### src/rtl/prefetch_stride_learner.sv
// Stride prefetch learner: watches accepted AR demands inside [bar, limit),
// locks onto a constant stride and issues prefetches up to windowSize ahead.
module prefetch_stride_learner #(
  parameter int unsigned ADDR_BITS       = 64,
  parameter int unsigned BURST_LEN_WIDTH = 8,
  parameter int unsigned TID_WIDTH       = 8,
  parameter int unsigned LOG_QUEUE_SIZE  = 6
) (
  input  logic                       clk,
  input  logic                       reset,
  input  logic                       en,
  input  logic                       flush,
  input  logic                       s_ar_valid,
  input  logic                       s_ar_ready,
  input  logic [ADDR_BITS-1:0]       s_ar_addr,
  input  logic [BURST_LEN_WIDTH-1:0] s_ar_len,
  input  logic [TID_WIDTH-1:0]       s_ar_id,
  input  logic [ADDR_BITS-1:0]       bar,
  input  logic [ADDR_BITS-1:0]       limit,
  input  logic [LOG_QUEUE_SIZE:0]    windowSize,
  output logic                       pf_req_valid,
  input  logic                       pf_req_ready,
  output logic [ADDR_BITS-1:0]       pf_req_addr,
  output logic [BURST_LEN_WIDTH-1:0] pf_req_len,
  output logic [TID_WIDTH-1:0]       pf_req_id,
  output logic                       stride_learned,
  output logic [ADDR_BITS-1:0]       stride_reg,
  output logic                       demand_hit
);

  localparam int unsigned WIN_W = LOG_QUEUE_SIZE + 1;

  typedef enum logic [1:0] {ST_IDLE, ST_ONE, ST_TWO, ST_LOCKED} state_t;

  state_t                     state, state_n;
  logic [ADDR_BITS-1:0]       last_addr, last_addr_n;
  logic [BURST_LEN_WIDTH-1:0] last_len, last_len_n;
  logic [TID_WIDTH-1:0]       last_id, last_id_n;
  logic [ADDR_BITS-1:0]       stride_n;
  logic [ADDR_BITS-1:0]       demand_pred, demand_pred_n;
  logic [ADDR_BITS-1:0]       next_pf, next_pf_n;
  logic [WIN_W-1:0]           ahead, ahead_n;
  logic                       pf_wrap, pf_wrap_n;
  logic                       valid_n, hit_n, learned_n;

  logic                       demand, same_tag, hit, handshake, stalled;
  logic [ADDR_BITS-1:0]       delta, next_pf_adv, pred_adv, lock_addr;

  // True when step added to base overflowed/underflowed the address space
  function automatic logic add_wraps(input logic [ADDR_BITS-1:0] base,
                                     input logic [ADDR_BITS-1:0] step,
                                     input logic [ADDR_BITS-1:0] sum);
    add_wraps = step[ADDR_BITS-1] ? (sum > base) : (sum < base);
  endfunction

  // Demand qualification and sample comparison against the last latched request
  always_comb begin
    demand    = s_ar_valid & s_ar_ready & en & (s_ar_addr >= bar) & (s_ar_addr < limit);
    delta     = s_ar_addr - last_addr;
    same_tag  = (s_ar_len == last_len) && (s_ar_id == last_id);
    hit       = demand && (state == ST_LOCKED) && same_tag && (s_ar_addr == demand_pred);
    handshake = pf_req_valid & pf_req_ready;
    stalled   = pf_req_valid & ~pf_req_ready;
  end

  // Next-state and next-datapath logic
  always_comb begin
    state_n       = state;
    last_addr_n   = last_addr;
    last_len_n    = last_len;
    last_id_n     = last_id;
    stride_n      = stride_reg;
    demand_pred_n = demand_pred;
    next_pf_n     = next_pf;
    ahead_n       = ahead;
    pf_wrap_n     = pf_wrap;
    valid_n       = pf_req_valid;
    hit_n         = 1'b0;
    next_pf_adv   = next_pf + stride_reg;
    pred_adv      = demand_pred + stride_reg;
    lock_addr     = s_ar_addr + stride_reg;

    if (flush) begin
      state_n = ST_IDLE;
      ahead_n = '0;
      valid_n = 1'b0;
    end else begin
      // Issue/consume bookkeeping; a handshake is honoured even with en low
      // so the controller never sees a request vanish after acceptance.
      if (state == ST_LOCKED) begin
        if (handshake) begin
          next_pf_n = next_pf_adv;
          pf_wrap_n = pf_wrap | add_wraps(next_pf, stride_reg, next_pf_adv);
        end
        if (hit) begin
          hit_n         = 1'b1;
          demand_pred_n = pred_adv;
          last_addr_n   = s_ar_addr;
        end
        case ({handshake, hit})
          2'b10:   ahead_n = ahead + WIN_W'(1);
          2'b01:   ahead_n = (ahead == '0) ? '0 : ahead - WIN_W'(1);
          default: ahead_n = ahead;
        endcase
        // Demand overtook the prefetch pointer: restart issue from the demand
        if ((ahead_n == '0) && !stalled && (next_pf_n != demand_pred_n)) begin
          next_pf_n = demand_pred_n;
          pf_wrap_n = 1'b0;
        end
      end

      if (demand) begin
        case (state)
          ST_IDLE: begin
            state_n     = ST_ONE;
            last_addr_n = s_ar_addr;
            last_len_n  = s_ar_len;
            last_id_n   = s_ar_id;
          end
          ST_ONE: begin
            if (same_tag && (delta != '0)) begin
              state_n  = ST_TWO;
              stride_n = delta;
            end
            last_addr_n = s_ar_addr;
            last_len_n  = s_ar_len;
            last_id_n   = s_ar_id;
          end
          ST_TWO: begin
            if (same_tag && (delta == stride_reg)) begin
              state_n       = ST_LOCKED;
              demand_pred_n = lock_addr;
              next_pf_n     = lock_addr;
              pf_wrap_n     = add_wraps(s_ar_addr, stride_reg, lock_addr);
              ahead_n       = '0;
            end else if (same_tag && (delta != '0)) begin
              state_n  = ST_TWO;
              stride_n = delta;
            end else begin
              state_n = ST_ONE;
            end
            last_addr_n = s_ar_addr;
            last_len_n  = s_ar_len;
            last_id_n   = s_ar_id;
          end
          ST_LOCKED: begin
            if (!hit) begin
              state_n     = ST_ONE;
              last_addr_n = s_ar_addr;
              last_len_n  = s_ar_len;
              last_id_n   = s_ar_id;
            end
          end
          default: state_n = ST_IDLE;
        endcase
      end

      if (state_n != ST_LOCKED) begin
        valid_n = 1'b0;
      end else if (stalled) begin
        valid_n = 1'b1;
      end else begin
        valid_n = en && (ahead_n < windowSize) && !pf_wrap_n &&
                  (next_pf_n >= bar) && (next_pf_n < limit);
      end
    end

    learned_n = (state_n == ST_LOCKED);
  end

  // State register
  always_ff @(posedge clk or posedge reset) begin
    if (reset) state <= ST_IDLE;
    else       state <= state_n;
  end

  // Datapath and output registers
  always_ff @(posedge clk or posedge reset) begin
    if (reset) begin
      last_addr      <= '0;
      last_len       <= '0;
      last_id        <= '0;
      stride_reg     <= '0;
      demand_pred    <= '0;
      next_pf        <= '0;
      ahead          <= '0;
      pf_wrap        <= 1'b0;
      pf_req_valid   <= 1'b0;
      demand_hit     <= 1'b0;
      stride_learned <= 1'b0;
    end else begin
      last_addr      <= last_addr_n;
      last_len       <= last_len_n;
      last_id        <= last_id_n;
      stride_reg     <= stride_n;
      demand_pred    <= demand_pred_n;
      next_pf        <= next_pf_n;
      ahead          <= ahead_n;
      pf_wrap        <= pf_wrap_n;
      pf_req_valid   <= valid_n;
      demand_hit     <= hit_n;
      stride_learned <= learned_n;
    end
  end

  assign pf_req_addr = next_pf;
  assign pf_req_len  = last_len;
  assign pf_req_id   = last_id;

endmodule

### config.mk
export PLATFORM = sky130hd
export DESIGN_NAME = prefetch_stride_learner
export DESIGN_NICKNAME = d
export VERILOG_FILES = /design/src/rtl/prefetch_stride_learner.sv
export SDC_FILE = /design/constraint.sdc
export NUM_CORES = 2
export LEC_CHECK = 0
export BUFFER_PORTS_ARGS = -buffer_cell sky130_fd_sc_hd__buf_2
export CORE_UTILIZATION = 45
export CTS_CLUSTER_DIAMETER = 50
export DETAILED_ROUTE_END_ITERATION = 6
export PLACE_DENSITY_LB_ADDON = 0.1
export SLEW_MARGIN = 5
export SYNTH_ARGS = -nofsm -noshare
export SYNTH_HDL_FRONTEND = slang
export SYNTH_SLANG_ARGS = --single-unit
export TNS_END_PERCENT = 100
### constraint.sdc
create_clock -name clk -period 10.63 [get_ports clk]
set_clock_uncertainty 0.1 [all_clocks]
set_input_delay 0.5315 -clock clk [delete_from_list [all_inputs] [get_ports clk]]
set_output_delay 0.5315 -clock clk [all_outputs]
set_load 0.02 [all_outputs]
==> out/results.ini <==
[worst_hold_path]
min_path_type = input port to register

[yosys]
async_flop_share = 1.00
synth_most_common_cell = ha_1
netlist_area_mm2 = 0.0444
synth_seq_cells = 285
synthCells = 5846
synth.top_cell.area_share = 0.183
ys.flop_type = dfrtp_1
ys_types = 97
yosysTopAreaCell = ha_1
ys_warn_count = 0
synth_seq_area_share = 0.161
syn_nets = 6722
synth_area_leaders = ha_1, dfrtp_1, a21oi_1
syn_area_per_cell_um2 = 7.59
ys_top_cells_by_count = ha_1, a21oi_1, nand2_1, inv_1, nor2_1
synth_edf_count = 0

[floorplanning]
core_area_mm2 = 0.0971
dieArea_mm2 = 0.0999
start_util = 0.457
rows = 114
die_x_um = 316
fp.dieH_um = 316
ios = 369

[clock_network]
cts.clk_slew.worst_paths_ps = 60
cts_max_path_buffers = 3
numCtsBuffers = 56
cts_root_buf = clkbuf_16
h-tree-depth = 2
post_cts.repair.setup_buffers = 0
cts_tree = done
cts_sinks = 285
clk_latency_ps = 670

[routing]
ant_nets = 0
m1WireLength_um = 95200
drc = 0
highest_layer = met5
drt_iter0_markers = 6108
wl_per_cell_um = 28.5
wl_met2_um = 84700
route.met3.wl_um = 26800
dr.pass1.iters = 7
wl_um = 216000
vias = 48500
avgViaCountPerCell = 6.42

[layout]
area_growth_pct = 13.7
fin_area_mm2 = 0.0505
nFillCells = 9776
final_net_count = 7102
drive_gt1_frac = 0.127

[global_route]
grt-ovfl-total = 0
grt.total_usage = 0.419
antenna_found_initial = 8
grt_pass1_vias = 44400
grt_pass1_wl_um = 306000
grt_max_degree = 133

[timing]
setup_viol = 0
whs_ps = 40.0
tightest_slew_ps = 1320
hold_viol_final = 0
fin_crit_ps = 10340
finalCritPeriodShare = 0.972
slew_headroom = 0.109
report.final.slew_viol_count = 0
setup_tns_ps = 0
fmax_mhz = 96.7
rsz0062_at_grt = false

[placement]
dp_hpwl_um = 180000
place_area_mm2 = 0.0484
routabilityCongestion = 1.04
io_buffers = 368

[setup_path]
r2r_start = stride_reg[1]
worst-setup-path-type = register to register
critPathBufInv = 5
max_stage_delay_ps = 1080
worst_ep_required_time_ps = 11070
endpoint_kind = register
worstPathMaxFanout = 17
cp.depth = 30
reg2reg_slack_ps = 290
worstSetupStartpointType = register
r2r_end = pf_req_valid
cp-endpoint = pf_req_valid
r2r_cells = 30
cpMostUsedCell = buf_4
cp_top_family = compound AO/OA/AOI/OAI gates
cp_slowest_cell = o21ai_0
crit_arrival_ps = 10780
startpoint = stride_reg[1]

[power_and_ir_drop]
power.total_mw = 6.38
p_per_area_mw_per_mm2 = 126
irDropWorstVdd_mv = 0.174
p_leak_nw = 24.4

[run_status]
run_status = completed

[flow_run]
cap_violations = 0

-- layer usage --
| metal | GRT usage | vias to the layer above |
|---|---|---|
| met1 | 0.607 | 23200 |
| li1 | - | 22300 |
| met2 | 0.584 | 2585 |
| met4 | 0.153 | 8 |
| met5 | 0 | - |
| met3 | 0.118 | 372 |
-- logic make-up (layout without fill, tap and decap cells) --
family                     Yosys count  in the layout  synth area share
muxes                              248            248            0.0582
other                                0              3                 0
adders and majority gates          654            654             0.185
DFF                                285            285             0.161
buffers and inverters              690           1117            0.0600
xor gates and xnor gates           384            384            0.0782
AOI/OAI and AO/OA                 1824           1824             0.261
and+or+nand+nor                   1761           1761             0.197
-- how the worst min path moves through the flow --
stage / start / to / depth (start not counted)
6_report: s_ar_len[2] / pf_req_len[2] / 2
3_3_place_gp: pf_wrap / pf_wrap / 2
2_1_floorplan: pf_wrap / pf_wrap / 2
3_5_place_dp: pf_wrap / pf_wrap / 2
5_1_grt: s_ar_len[3] / pf_req_len[3] / 2
4_1_cts: s_ar_len[0] / pf_req_len[0] / 2
-- what timing repair did --
item	CTS	global route
endpoints found under the hold margin	89	0
resized for setup	0	1
hold buffers	1	0
setup endpoints to repair	0	1
-- layout by cell type, fill, tap and decap left out, drive strengths merged, types with 81 or more instances in the layout --
master / n
a21o: 197
nor2: 432
dfrtp: 285
xor2: 149
buf: 554
mux2: 82
ha: 650
o21ai: 407
xnor2: 227
nand4: 155
nor3: 131
nand2b: 81
nand3: 110
mux2i: 166
a21oi: 549
nand2: 464
inv: 473
a211oi: 85
-- metrics by stage --
step	instances	setup WS, ps	util
floorplan	5846	2120	-
global placement	7443	474	0.499
finish	7552	294	0.520
global route	7549	84.0	0.520
CTS	7549	524	0.520
detailed placement	7443	390	0.499
-- final cells by class --
cell class / count / area [um2] / share of cell area
antenna: 3 / 7.51 / 0.000149
timing repair buffer: 555 / 3330 / 0.0659
sequential: 285 / 7130 / 0.141
tap: 1276 / 1600 / 0.0316
clock buffer: 64 / 1480 / 0.0293
clock inverter: 41 / 529 / 0.0105
inverter: 457 / 1720 / 0.0341
multi-input combinational: 4871 / 34700 / 0.687
-- worst reg2reg max path, delay by kind of cell, from the launching register on --
| family | cells | cell delay, ps |
|---|---|---|
| flip-flops | 1 | 440 |
| AND/OR/NAND/NOR | 8 | 2650 |
| buffers and inverters | 5 | 990 |
| AO/OA/AOI/OAI | 12 | 4460 |
| adder cells (fa/ha/maj) | 2 | 610 |
| multiplexers | 3 | 940 |
-- power by group --
group          switching, mW  internal [mW]
Combinational           2.03           1.11
Clock                  0.746           1.20
Sequential            0.0849           1.21
Total                   2.87           3.52
Power figures use the tool's default switching activity.
